--- src/rtl/uart_tx_arbiter_if.sv ---
// Bus between the UART TX arbiter, its byte requesters and the UART transmitter.
//   req          requester -> arbiter  per-requester "byte pending"
//   req_data     requester -> arbiter  byte of requester i at [8*i+7:8*i]
//   ack          arbiter -> requester  one-cycle accept pulse, one bit per requester
//   grant_id     arbiter -> requester  index of the current/last granted requester
//   busy         arbiter -> requester  arbiter not idle
//   timeout_err  arbiter -> requester  one-cycle pulse, UART never took the byte
//   data_ready   arbiter -> UART       data_in is valid
//   data_in      arbiter -> UART       byte to send
//   transmit_end UART -> arbiter       1 = transmitter idle
// The arbiter uses the master modport; clients and the UART sit on the slave side.
interface uart_tx_arbiter_if #(
  parameter int NUM_REQ = 4
);
  localparam int IdW = (NUM_REQ > 1) ? $clog2(NUM_REQ) : 1;

  logic [NUM_REQ-1:0]   req;
  logic [8*NUM_REQ-1:0] req_data;
  logic [NUM_REQ-1:0]   ack;
  logic [IdW-1:0]       grant_id;
  logic                 busy;
  logic                 timeout_err;
  logic                 data_ready;
  logic [7:0]           data_in;
  logic                 transmit_end;

  modport master (
    input  req, req_data, transmit_end,
    output ack, grant_id, busy, timeout_err, data_ready, data_in
  );

  modport slave (
    output req, req_data, transmit_end,
    input  ack, grant_id, busy, timeout_err, data_ready, data_in
  );
endinterface

--- src/rtl/uart_tx_arbiter.sv ---
// Round-robin arbiter sharing one UART transmitter among NUM_REQ byte sources.
// A winning requester's byte is presented on data_in/data_ready until the UART
// drops transmit_end; the frame is then tracked until transmit_end rises again,
// followed by an optional GAP_CYCLES idle gap. Everything runs on uart_clk.
// Ports:
//   uart_clk  clock, all logic on the rising edge
//   rst_n     asynchronous active-low reset
//   bus       uart_tx_arbiter_if master side (requesters + UART TX handshake)
module uart_tx_arbiter #(
  parameter int NUM_REQ       = 4,
  parameter int START_TIMEOUT = 64,
  parameter int GAP_CYCLES    = 0
) (
  input  logic              uart_clk,
  input  logic              rst_n,
  uart_tx_arbiter_if.master bus
);

  localparam int IdW  = (NUM_REQ > 1) ? $clog2(NUM_REQ) : 1;
  localparam int CntW = $clog2(START_TIMEOUT + 1);
  localparam int GapW = (GAP_CYCLES > 0) ? $clog2(GAP_CYCLES + 1) : 1;

  localparam logic [IdW-1:0]  IdLast  = IdW'(NUM_REQ - 1);
  localparam logic [CntW-1:0] CntLast = CntW'(START_TIMEOUT - 1);
  localparam logic [GapW-1:0] GapLast = GapW'((GAP_CYCLES > 0) ? GAP_CYCLES - 1 : 0);

  typedef enum logic [1:0] {StIdle, StLoad, StBusy, StGap} state_e;

  state_e          state_q;
  logic [IdW-1:0]  ptr_q;
  logic [CntW-1:0] cnt_q;
  logic [GapW-1:0] gap_q;

  logic           found;
  logic [IdW-1:0] win;
  logic [IdW-1:0] scan_idx;
  logic [7:0]     win_byte;

  // Round-robin scan starting at ptr_q; the first pending requester wins.
  always_comb begin
    found    = 1'b0;
    win      = '0;
    scan_idx = '0;
    for (int k = 0; k < NUM_REQ; k++) begin
      scan_idx = IdW'((int'(ptr_q) + k) % NUM_REQ);
      if (!found && bus.req[scan_idx]) begin
        found = 1'b1;
        win   = scan_idx;
      end
    end
  end

  always_comb begin
    win_byte = '0;
    for (int k = 0; k < NUM_REQ; k++) begin
      if (win == IdW'(k)) win_byte = bus.req_data[8*k +: 8];
    end
  end

  always_ff @(posedge uart_clk or negedge rst_n) begin
    if (!rst_n) begin
      state_q         <= StIdle;
      ptr_q           <= '0;
      cnt_q           <= '0;
      gap_q           <= '0;
      bus.data_ready  <= 1'b0;
      bus.data_in     <= '0;
      bus.ack         <= '0;
      bus.grant_id    <= '0;
      bus.busy        <= 1'b0;
      bus.timeout_err <= 1'b0;
    end else begin
      // Pulse outputs default low every cycle.
      bus.ack         <= '0;
      bus.timeout_err <= 1'b0;
      unique case (state_q)
        StIdle: begin
          // Waiting for transmit_end also covers a frame left in flight by a reset.
          if (found && bus.transmit_end) begin
            bus.data_in    <= win_byte;
            bus.grant_id   <= win;
            bus.data_ready <= 1'b1;
            bus.busy       <= 1'b1;
            cnt_q          <= '0;
            state_q        <= StLoad;
          end
        end
        StLoad: begin
          if (!bus.transmit_end) begin
            bus.data_ready <= 1'b0;
            bus.ack        <= {{(NUM_REQ-1){1'b0}}, 1'b1} << bus.grant_id;
            ptr_q          <= (bus.grant_id == IdLast) ? '0 : bus.grant_id + 1'b1;
            state_q        <= StBusy;
          end else if (cnt_q == CntLast) begin
            // Abandon the byte; ptr_q is kept so the same requester is retried first.
            bus.data_ready  <= 1'b0;
            bus.timeout_err <= 1'b1;
            gap_q           <= '0;
            state_q         <= StGap;
          end else begin
            cnt_q <= cnt_q + 1'b1;
          end
        end
        StBusy: begin
          if (bus.transmit_end) begin
            if (GAP_CYCLES == 0) begin
              bus.busy <= 1'b0;
              state_q  <= StIdle;
            end else begin
              gap_q   <= '0;
              state_q <= StGap;
            end
          end
        end
        StGap: begin
          // With no gap configured (timeout path) this state lasts one cycle.
          if (gap_q == GapLast) begin
            bus.busy <= 1'b0;
            state_q  <= StIdle;
          end else begin
            gap_q <= gap_q + 1'b1;
          end
        end
        default: state_q <= StIdle;
      endcase
    end
  end

endmodule

--- src/flat_wrapper.sv ---
// flat-port wrapper written by rule: the top's interface ports become plain ports
module uart_tx_arbiter_flat 
#(
  parameter int NUM_REQ       = 4,
  parameter int START_TIMEOUT = 64,
  parameter int GAP_CYCLES    = 0
)
  (uart_clk, rst_n, bus_req, bus_req_data, bus_transmit_end, bus_ack, bus_grant_id, bus_busy, bus_timeout_err, bus_data_ready, bus_data_in);
  uart_tx_arbiter_if #(.NUM_REQ(NUM_REQ)) bus_i ();
  input  logic uart_clk;
  input  logic rst_n;
  input wire logic [$bits(bus_i.req)-1:0] bus_req;
  input wire logic [$bits(bus_i.req_data)-1:0] bus_req_data;
  input wire logic [$bits(bus_i.transmit_end)-1:0] bus_transmit_end;
  output wire logic [$bits(bus_i.ack)-1:0] bus_ack;
  output wire logic [$bits(bus_i.grant_id)-1:0] bus_grant_id;
  output wire logic [$bits(bus_i.busy)-1:0] bus_busy;
  output wire logic [$bits(bus_i.timeout_err)-1:0] bus_timeout_err;
  output wire logic [$bits(bus_i.data_ready)-1:0] bus_data_ready;
  output wire logic [$bits(bus_i.data_in)-1:0] bus_data_in;
  assign bus_i.req = bus_req;
  assign bus_i.req_data = bus_req_data;
  assign bus_i.transmit_end = bus_transmit_end;
  assign bus_ack = bus_i.ack;
  assign bus_grant_id = bus_i.grant_id;
  assign bus_busy = bus_i.busy;
  assign bus_timeout_err = bus_i.timeout_err;
  assign bus_data_ready = bus_i.data_ready;
  assign bus_data_in = bus_i.data_in;
  uart_tx_arbiter #(.NUM_REQ(NUM_REQ), .START_TIMEOUT(START_TIMEOUT), .GAP_CYCLES(GAP_CYCLES)) u_core (.uart_clk(uart_clk), .rst_n(rst_n), .bus(bus_i));
endmodule
--- config.mk ---
export PLATFORM = sky130hd
export DESIGN_NAME = uart_tx_arbiter_flat
export DESIGN_NICKNAME = d
export VERILOG_FILES = /design/src/rtl/uart_tx_arbiter_if.sv /design/src/rtl/uart_tx_arbiter.sv /design/src/flat_wrapper.sv
export SDC_FILE = /design/constraint.sdc
export NUM_CORES = 1
export LEC_CHECK = 0
export ABC_AREA = 1
export BUFFER_PORTS_ARGS = -buffer_cell sky130_fd_sc_hd__buf_2
export CAP_MARGIN = 20
export CORE_AREA = 3 3 91 93
export CTS_BUF_LIST = sky130_fd_sc_hd__clkbuf_4
export DETAILED_ROUTE_END_ITERATION = 7
export DIE_AREA = 0 0 94 96
export GPL_TIMING_DRIVEN = 0
export SLEW_MARGIN = 30
export SYNTH_ARGS = -nofsm -noshare
export SYNTH_HDL_FRONTEND = slang
export SYNTH_SLANG_ARGS = --single-unit
--- constraint.sdc ---
create_clock -name uart_clk -period 1.9 [get_ports uart_clk]
set_input_delay 0.38 -clock uart_clk [delete_from_list [all_inputs] [get_ports uart_clk]]
set_output_delay 0.38 -clock uart_clk [all_outputs]
set_load 0.01 [all_outputs]
==> out/qor.csv, run 1 <==
metric;value;unit
CTS tree;built;
Final Critical Period;2000;ps
CP required;2170;ps
Pwr Density;1880;nW/um2
Hold Vio Cnt, Final;0;
Multi-input gate area;1090;um2
Filler Cells Inserted;830;
Leak Pwr;0.00137;uW
RSZ-0062 raised after global routing;true;
GPL Wtd Cong;0.769;
Final Skew;21.0;ps
sequential element share of the synthesized area;37.7;%
clock root buffer;clkbuf_4;
synth warn;0;
antenna diode count;0;
outcome;finished, violations left;
FF+latch area;702;um2
Synth-to-Final Area Change;36.1;%
total congestion overflow;0;
Die Height;96;um
Worst setup SP type;register;
Tightest Pin Transition;621;ps
CP Max Fanout;8;
TNS Setup;-611;ps
Synth Register Bits;28;
H-tree levels;1;
dpl cell area;2260;um2
Comb pwr share;71.4;%
Sw Share;49.4;%
fmax;0.500;GHz
Clock Tree Buf Depth;2;
share of layout cells above drive strength 1;38.2;%
Nets;367;
internal cell power;2400;uW
CP Class;register to register;
Routed Antenna Nets;0;
Starting Density;24.4;%
core box area;7610;um2
DRC violations left;0;
DIE WIDTH;94;um
GRT Util Overall;10.7;%
worst hold slack;22.9;ps
Worst-Skew Late Latency;340;ps
vias in the first global route;1801;
Max-Cap Viols;0;
Flop pwr share;20.3;%
Site Rows;32;
number of flops mapped to enable cells by yosys;0;
Post-DP HPWL;3610;um
max-slew violations;0;
WL final;4820;um
Clk pwr share;8.3;%
critical path arrival;2270;ps
total power draw;4750;uW
Peak VDD IR;977;uV
number of DRC markers in iteration 0;44;
Final setup violation count;8;
Slowest-stage cell, CP;dfrtp_1;
first-pass GRT wire length;7980;um
largest net degree at the start of global routing;29;
TritonRoute pass-1 iters;4;
Post-synth ARST share;100;%
IO Pins;56;
Final Cycle Share;105;%
design area;2530;um2
Worst-path clk slew;170;ps
drt wl/cell;11.4;um
antenna violations before repair;0;
# port buffers;55;
CP Buf/Inv Count;2;
slew margin rel.;58.6;%
total CTS buffers;3;
R2R cell count;15;
synthesized area per cell;7.46;um2
die area;9020;um2
CTS Sinks;28;
Avg Vias per Cell;4.36;
number of library cell types mapped by synthesis;33;
Gate Count Post-Synth;249;
Synth Net Count;293;
Cell Area, Synth;1860;um2
sw power;2350;uW
Setup WS post-layout;-100;ps
CP dominant cell by count;nand2_4;
Most used DFF post-synth;dfrtp_1;
Crit. path cell count;15;
Crit. End Element;register;
via count;1847;
failing checks;negative setup slack;
Worst Hold Class;input port to asynchronous set/reset pin;
CP Cell Sequence;buf_6 -> nand2_4 -> nand2_4 -> nand2_4 -> nand2_4 -> nor2_8 -> nand3_2 -> nand2_2 -> nand2_4 -> buf_6 -> nor2_4 -> nand2_1 -> nand4_1 -> nand2_1 -> nand2_1;
crit-path max cell delay;460;ps
CP top delay family;simple AND/OR/NAND/NOR gates;
[final timing paths]
path | startpoint | endpoint | slack, ps
worst max-delay path | u_core.ptr_q[0] | u_core.bus.data_in[4] | -100
worst min-delay path | rst_n | u_core.bus.ack[2] | 20
worst max register to register | u_core.ptr_q[0] | u_core.bus.data_in[4] | -100
worst min register to register | u_core.cnt_q[6] | u_core.bus.timeout_err | 480
max in group asynchronous | rst_n | u_core.ptr_q[1] | 1440
min in group uart_clk | bus_req_data[29] | u_core.bus.data_in[5] | 340
[layer usage]
| layer | global-route usage [%] | part of all wire, % | up-vias |
|---|---|---|---|
| met5 | 0 | 0 | - |
| met4 | 2.53 | 0.71 | 0 |
| li1 | - | - | 961 |
| met2 | 18.9 | 49 | 42 |
| met3 | 1.17 | 4.0 | 2 |
| met1 | 14.0 | 46 | 842 |
[state kept, by name, indices dropped and copies added, names as in the netlist]
register and flops:
u_core.bus.ack 4, u_core.ptr_q 2, u_core.bus.data_in 8, u_core.bus.grant_id 2, u_core.bus.data_ready 1, u_core.cnt_q 7, u_core.bus.timeout_err 1, u_core.bus.busy 1
u_core.state_q 2
[Yosys cell counts, types with 2 or more instances]
| cell | number | area share [%] |
|---|---|---|
| xor2_1 | 2 | 0.94 |
| nand2_4 | 5 | 3.0 |
| buf_6 | 2 | 1.2 |
| ha_1 | 5 | 3.4 |
| o31ai_2 | 3 | 2.0 |
| clkbuf_1 | 2 | 0.40 |
| buf_4 | 2 | 0.81 |
| inv_1 | 26 | 5.3 |
| o21ai_1 | 8 | 2.2 |
| nand3_1 | 28 | 7.5 |
| nand2_2 | 7 | 2.4 |
| o21ai_0 | 11 | 3.0 |
| dfrtp_1 | 28 | 38 |
| nand3b_1 | 2 | 0.81 |
| nor2_1 | 13 | 2.6 |
| nand3_2 | 2 | 1.1 |
| inv_2 | 2 | 0.40 |
| nand2_1 | 77 | 16 |
| o21ai_2 | 2 | 0.94 |
| nand4_1 | 9 | 3.0 |
[layout by cell type, fill, tap and decap left out, types with 2 or more instances in the layout]
master and n:
o21ai_2 2, nand4_1 9, dfrtp_1 27, buf_2 56
nand2_4 9, nand3_1 26, buf_4 12, xor2_1 2
o21ai_1 8, ha_1 5, o31ai_2 3, nor2_1 13
clkbuf_4 4, inv_4 2, nand3b_1 2, nand2_2 14
inv_2 3, buf_6 4, inv_1 24, nand2_1 66
nand3_2 3, o21ai_0 10
[what timing repair did]
item / 4_1_cts / 5_1_grt
gates resized for setup: 12 / 23
gates cloned: 1 / 0
buffers inserted: 4 / 9
setup endpoints to repair: 15 / 17
hold buffers: 0 / 0
pin swaps: 7 / 29
[power groups by stage]
stage,Combinational (uW),Sequential (uW),Clock [uW]
4_1_cts,3000,969,405
6_report,3390,962,395
3_3_place_gp,2750,968,0
5_1_grt,3790,992,424
3_5_place_dp,2790,973,0
2_1_floorplan,2080,1000,0
[logic make-up after synthesis]
logic type      count (synthesis)  synth area share [%]
compound gates                 29                  10.0
xor+xnor                        3                  1.42
fa+ha+maj                       5                  3.37
buf+inv                        35                  8.42
flops                          28                  37.7
simple gates                  149                  39.0
[cell type report]
type | count | share of cell area (%)
Multi-Input combinational cell | 186 | 43.1
Clock buffer | 3 | 0.892
Tap cell | 102 | 5.05
Timing Repair Buffer | 69 | 15.3
Sequential cell | 28 | 27.8
Inverter | 29 | 4.51
Clock inverter | 1 | 1.19
Buffer | 6 | 2.23
[stage by stage]
stage               setup slack, ps  std cells  util (%)
floorplan                       145        249         -
global placement              -61.1        406      29.7
detailed placement            -79.5        406      29.7
CTS                           -68.0        415      31.3
global route                   -243        424      33.2
finish                         -100        424      33.2
No activity file was read; power rests on OpenSTA's default activity.
==> inputs of run 2 (changes only) <==
Settings changed: CORE_AREA 3 3 91 93 to 2 2 90 92, DIE_AREA 0 0 94 96 to 0 0 92 94.
Clock period 1.9 ns to 2.23 ns, I/O delays scaled along.
==> out/qor.csv, run 2 (synthesis results as in run 1) <==
metric;value;unit
largest net degree at the start of global routing;29;
CP Class;register to register;
commonest non-fill, non-tap cells in the layout;nand2_1 (77), buf_2 (55), nand3_1 (28);
drt wl/cell;10.6;um
Worst Hold Class;input port to asynchronous set/reset pin;
DIE WIDTH;92;um
IO Pins;56;
RR Startpoint;u_core.ptr_q[0];
Leak Pwr;0.00127;uW
CP dominant cell by count;nand2_1;
crit-path max cell delay;400;ps
fmax;0.503;GHz
Filler Cells Inserted;878;
Final Cycle Share;89.2;%
Final Skew;16.2;ps
Tightest Pin Transition;629;ps
Final setup violation count;0;
Site Rows;32;
Avg Vias per Cell;4.24;
CP Buf/Inv Count;4;
number of flip-flops in the largest register;8;
setup bufs post-CTS;0;
hold_buf cts;0;
Slowest-stage cell, CP;dfrtp_1;
antenna diode count;0;
H-tree levels;1;
most common cell after layout, fill and taps aside;nand2_1;
Pwr Density;1500;nW/um2
Largest Register;u_core.bus.data_in;
# port buffers;55;
WL final;4340;um
CP Cell Sequence;buf_4 -> nand2_1 -> nand3_1 -> nand2_2 -> nor2_8 -> nand3_2 -> nand2_2 -> nand2_4 -> inv_4 -> nand2_4 -> buf_6 -> o21ai_1 -> inv_1 -> nand2_1 -> nand2_1;
CTS tree;built;
Crit. End Element;register;
Max-Cap Viols;0;
clock root buffer;clkbuf_4;
share of layout cells above drive strength 1;29.2;%
Final Critical Period;1990;ps
number of DRC markers in iteration 0;63;
first-pass GRT wire length;7480;um
total congestion overflow;0;
CP Max Fanout;10;
via count;1737;
RSZ-0062 raised after global routing;false;
Die Height;94;um
Largest regs;u_core.bus.data_in x8, u_core.cnt_q x7, u_core.bus.ack x4;
slew margin rel.;58.1;%
die area;8650;um2
Clock Tree Buf Depth;2;
core box area;7610;um2
RR Endpoint;u_core.bus.data_in[5];
DRC violations left;0;
R2R cell count;15;
Worst setup SP type;register;
Hold Vio Cnt, Final;0;
Post-DP HPWL;3500;um
max-slew violations;0;
total CTS buffers;3;
vias in the first global route;1718;
Routed Antenna Nets;0;
Crit. path cell count;15;
Starting Density;24.4;%
Worst-Skew Late Latency;330;ps
GRT Util Overall;10.5;%
post-CTS sizing;0;
Nets;353;
worst hold slack;102;ps
Peak VDD IR;732;uV
critical path arrival;2220;ps
R2R setup slack;240;ps
Worst-path clk slew;160;ps
CTS Sinks;28;
TNS Setup;0;ps
GPL Wtd Cong;0.760;
CP required;2460;ps
TritonRoute pass-1 iters;4;
antenna violations before repair;0;
outcome;completed;
Synth-to-Final Area Change;25.0;%
CP top delay family;simple AND/OR/NAND/NOR gates;
[run 2: changes by cell type in the layout (fill, tap and decap cells not counted), sizes merged]
cell,before,now
buf,73,59
[run 2: how the worst max path moves through the flow]
| stage | startpoint | end | slack (ps) |
|---|---|---|---|
| global placement | bus_req[1] | u_core.bus.data_in[6] | 220 |
| finish | u_core.ptr_q[0] | u_core.bus.data_in[5] | 240 |
| floorplan | u_core.ptr_q[0] | u_core.bus.data_in[4] | 480 |
| global route | u_core.ptr_q[0] | u_core.bus.data_in[5] | 30 |
| detailed placement | bus_req[1] | u_core.bus.data_in[5] | 180 |
| CTS | u_core.ptr_q[1] | u_core.bus.data_in[5] | 200 |
[run 2: metrics by stage]
stage	std cells	worst slack, ps	power (uW)	instance area [um2]	util (%)
2_1_floorplan	249	475	2630	1860	-
3_3_place_gp	406	223	3150	2260	29.7
3_5_place_dp	406	183	3180	2260	29.7
4_1_cts	410	203	3530	2310	30.4
5_1_grt	410	28.0	3860	2320	30.5
6_report	410	241	3490	2320	30.5
[run 2: report_power, final]
group / total, uW / switching [uW] / internal (uW)
Combinational: 2330 / 1480 / 850
Sequential: 823 / 141 / 682
Clock: 332 / 150 / 182
[run 2: metal layers]
metal  track usage [%]  up-vias  share of wire, %
li1                  -      931                 -
met1              13.6      767                48
met2              18.0       35                47
met3              1.36        4               3.4
met4              3.73        0               1.3
met5                 0        -                 0
[run 2: final cells by class]
type / instances / area (um2) / area share [%]
multi-input cells: 186 / 1010 / 43.4
well taps: 102 / 128 / 5.50
flip-flops and latches: 28 / 702 / 30.2
plain buffers: 6 / 45.0 / 1.94
clock inverters: 1 / 30.0 / 1.29
repair buffers: 55 / 275 / 11.9
clock buffers: 3 / 22.5 / 0.970
inverters: 29 / 111 / 4.80
==> inputs of run 3 (changes only) <==
Settings changed: MAX_ROUTING_LAYER from default to met4.
Clock period 2.23 ns to 2 ns, I/O delays scaled along.
==> out/qor.csv, run 3 (synthesis results as in run 1) <==
metric;value;unit
outcome;finished, violations left;
failing checks;negative setup slack;
antenna diode count;0;
Final Skew;17.6;ps
Worst-path clk slew;160;ps
GRT Util Overall;10.9;%
Crit. End Element;register;
crit-path max cell delay;470;ps
Setup WS pre-CTS;-1.17;ps
CTS Sinks;28;
Routed Antenna Nets;0;
Worst Hold Class;input port to asynchronous set/reset pin;
CTS tree;built;
Final Cycle Share;101;%
Post-DP HPWL;3500;um
CP Cell Sequence;buf_6 -> nand2_1 -> nand3_2 -> nand2_4 -> nor2_8 -> nand3_1 -> nand2_1 -> nand2_2 -> buf_4 -> buf_6 -> o21ai_1 -> nand3_1 -> nand3_1 -> nand2_1;
CP top delay family;simple AND/OR/NAND/NOR gates;
Die Height;94;um
Avg Vias per Cell;4.38;
Largest regs;u_core.bus.data_in x8, u_core.cnt_q x7, u_core.bus.ack x4;
total congestion overflow;0;
TritonRoute pass-1 iters;4;
commonest non-fill, non-tap cells in the layout;nand2_1 (71), buf_2 (55), dfrtp_1 (26);
Largest Register;u_core.bus.data_in;
number of flip-flops in the largest register;8;
total CTS buffers;3;
CP required;2230;ps
final core occ;33.6;%
DRC violations left;0;
most common cell after layout, fill and taps aside;nand2_1;
slew margin rel.;59.2;%
GPL Wtd Cong;0.770;
CP Buf/Inv Count;3;
critical path arrival;2250;ps
via count;1851;
Max-Cap Viols;0;
vias in the first global route;1740;
Starting Density;24.4;%
number of DRC markers in iteration 0;82;
Leak Pwr;0.00137;uW
core box area;7610;um2
IO Pins;56;
Final setup violation count;3;
Tightest Pin Transition;611;ps
# port buffers;55;
CP Class;register to register;
Pwr Density;1800;nW/um2
share of layout cells above drive strength 1;38.0;%
fmax;0.496;GHz
first-pass GRT wire length;7580;um
WL final;4880;um
clock root buffer;clkbuf_4;
DIE WIDTH;92;um
Worst setup SP type;register;
Site Rows;32;
H-tree levels;1;
Synth-to-Final Area Change;37.7;%
Slowest-stage cell, CP;dfrtp_2;
hold_buf cts;0;
Peak VDD IR;1000;uV
Clock Tree Buf Depth;2;
Final Critical Period;2020;ps
CP Max Fanout;6;
Hold Vio Cnt, Final;0;
drt wl/cell;11.5;um
Worst-Skew Late Latency;340;ps
antenna violations before repair;0;
RSZ-0062 raised after global routing;true;
max-slew violations;0;
die area;8650;um2
largest net degree at the start of global routing;29;
Setup WS post-layout;-15.6;ps
Nets;366;
-- run 3: changes by cell type in the layout (fill, tap and decap cells not counted), moves of 2 or more --
cell,change
buf_4,+5
buf_6,+4
nand2_1,-6
nand2_2,+3
nand2_4,+4
nand3_1,-3
nand3_4,+2
nor2_1,-2
o21ai_0,-3
-- run 3: what timing repair did --
action                     CTS  global route
gates cloned                 0             5
gates resized for setup      3            40
hold endpoints to repair     0             0
setup buffers                1             7
pin swaps                    1             8
setup endpoints to repair   10            17
-- run 3: final timing paths --
kind / from / end / slack, ps / cells after the start
max in group asynchronous: rst_n / u_core.ptr_q[1] / 1530 / 1
min reg2reg: u_core.bus.data_in[6] / u_core.bus.data_in[6] / 500 / 2
min: rst_n / u_core.cnt_q[5] / 40 / 1
max reg2reg: u_core.ptr_q[0] / u_core.bus.data_in[7] / -20 / 14
min in group uart_clk: bus_req_data[29] / u_core.bus.data_in[5] / 370 / 5
max: u_core.ptr_q[0] / u_core.bus.data_in[7] / -20 / 14
-- run 3: final cells by class --
type	count	area (um2)
clock inverters	1	30.0
well taps	102	128
plain buffers	6	57.6
repair inverters	1	7.51
fillers	864	5050
flip-flops and latches	28	703
repair buffers	65	362
clock buffers	3	22.5
inverters	29	111
multi-input cells	188	1140
-- run 3: through the flow --
| step | cells | power, uW | area (um2) | TNS [ps] | hold WS, ps |
|---|---|---|---|---|---|
| 6_report | 423 | 4600 | 2560 | -33.8 | 44.0 |
| 5_1_grt | 423 | 5000 | 2560 | -1240 | 92.3 |
| 4_1_cts | 411 | 3970 | 2330 | 0 | 76.9 |
| 3_5_place_dp | 406 | 3550 | 2260 | -1.17 | 455 |
| 3_3_place_gp | 406 | 3510 | 2260 | 0 | 457 |
| 2_1_floorplan | 249 | 2930 | 1860 | 0 | 104 |
-- run 3: layer usage --
| layer | track usage [%] | up-vias | share of wire [%] |
|---|---|---|---|
| li1 | - | 965 | - |
| met1 | 13.7 | 838 | 45 |
| met2 | 18.3 | 41 | 49 |
| met3 | 1.36 | 7 | 3.6 |
| met4 | 3.73 | 0 | 1.9 |
| met5 | - | - | 0 |
-- run 3: report_power, final --
group / leakage [uW] / switching [uW] / internal, uW
sequential: 0.000362 / 166 / 762
combinational: 0.000977 / 1980 / 1310
clock: 0.0000279 / 170 / 203
total: 0.00137 / 2320 / 2280
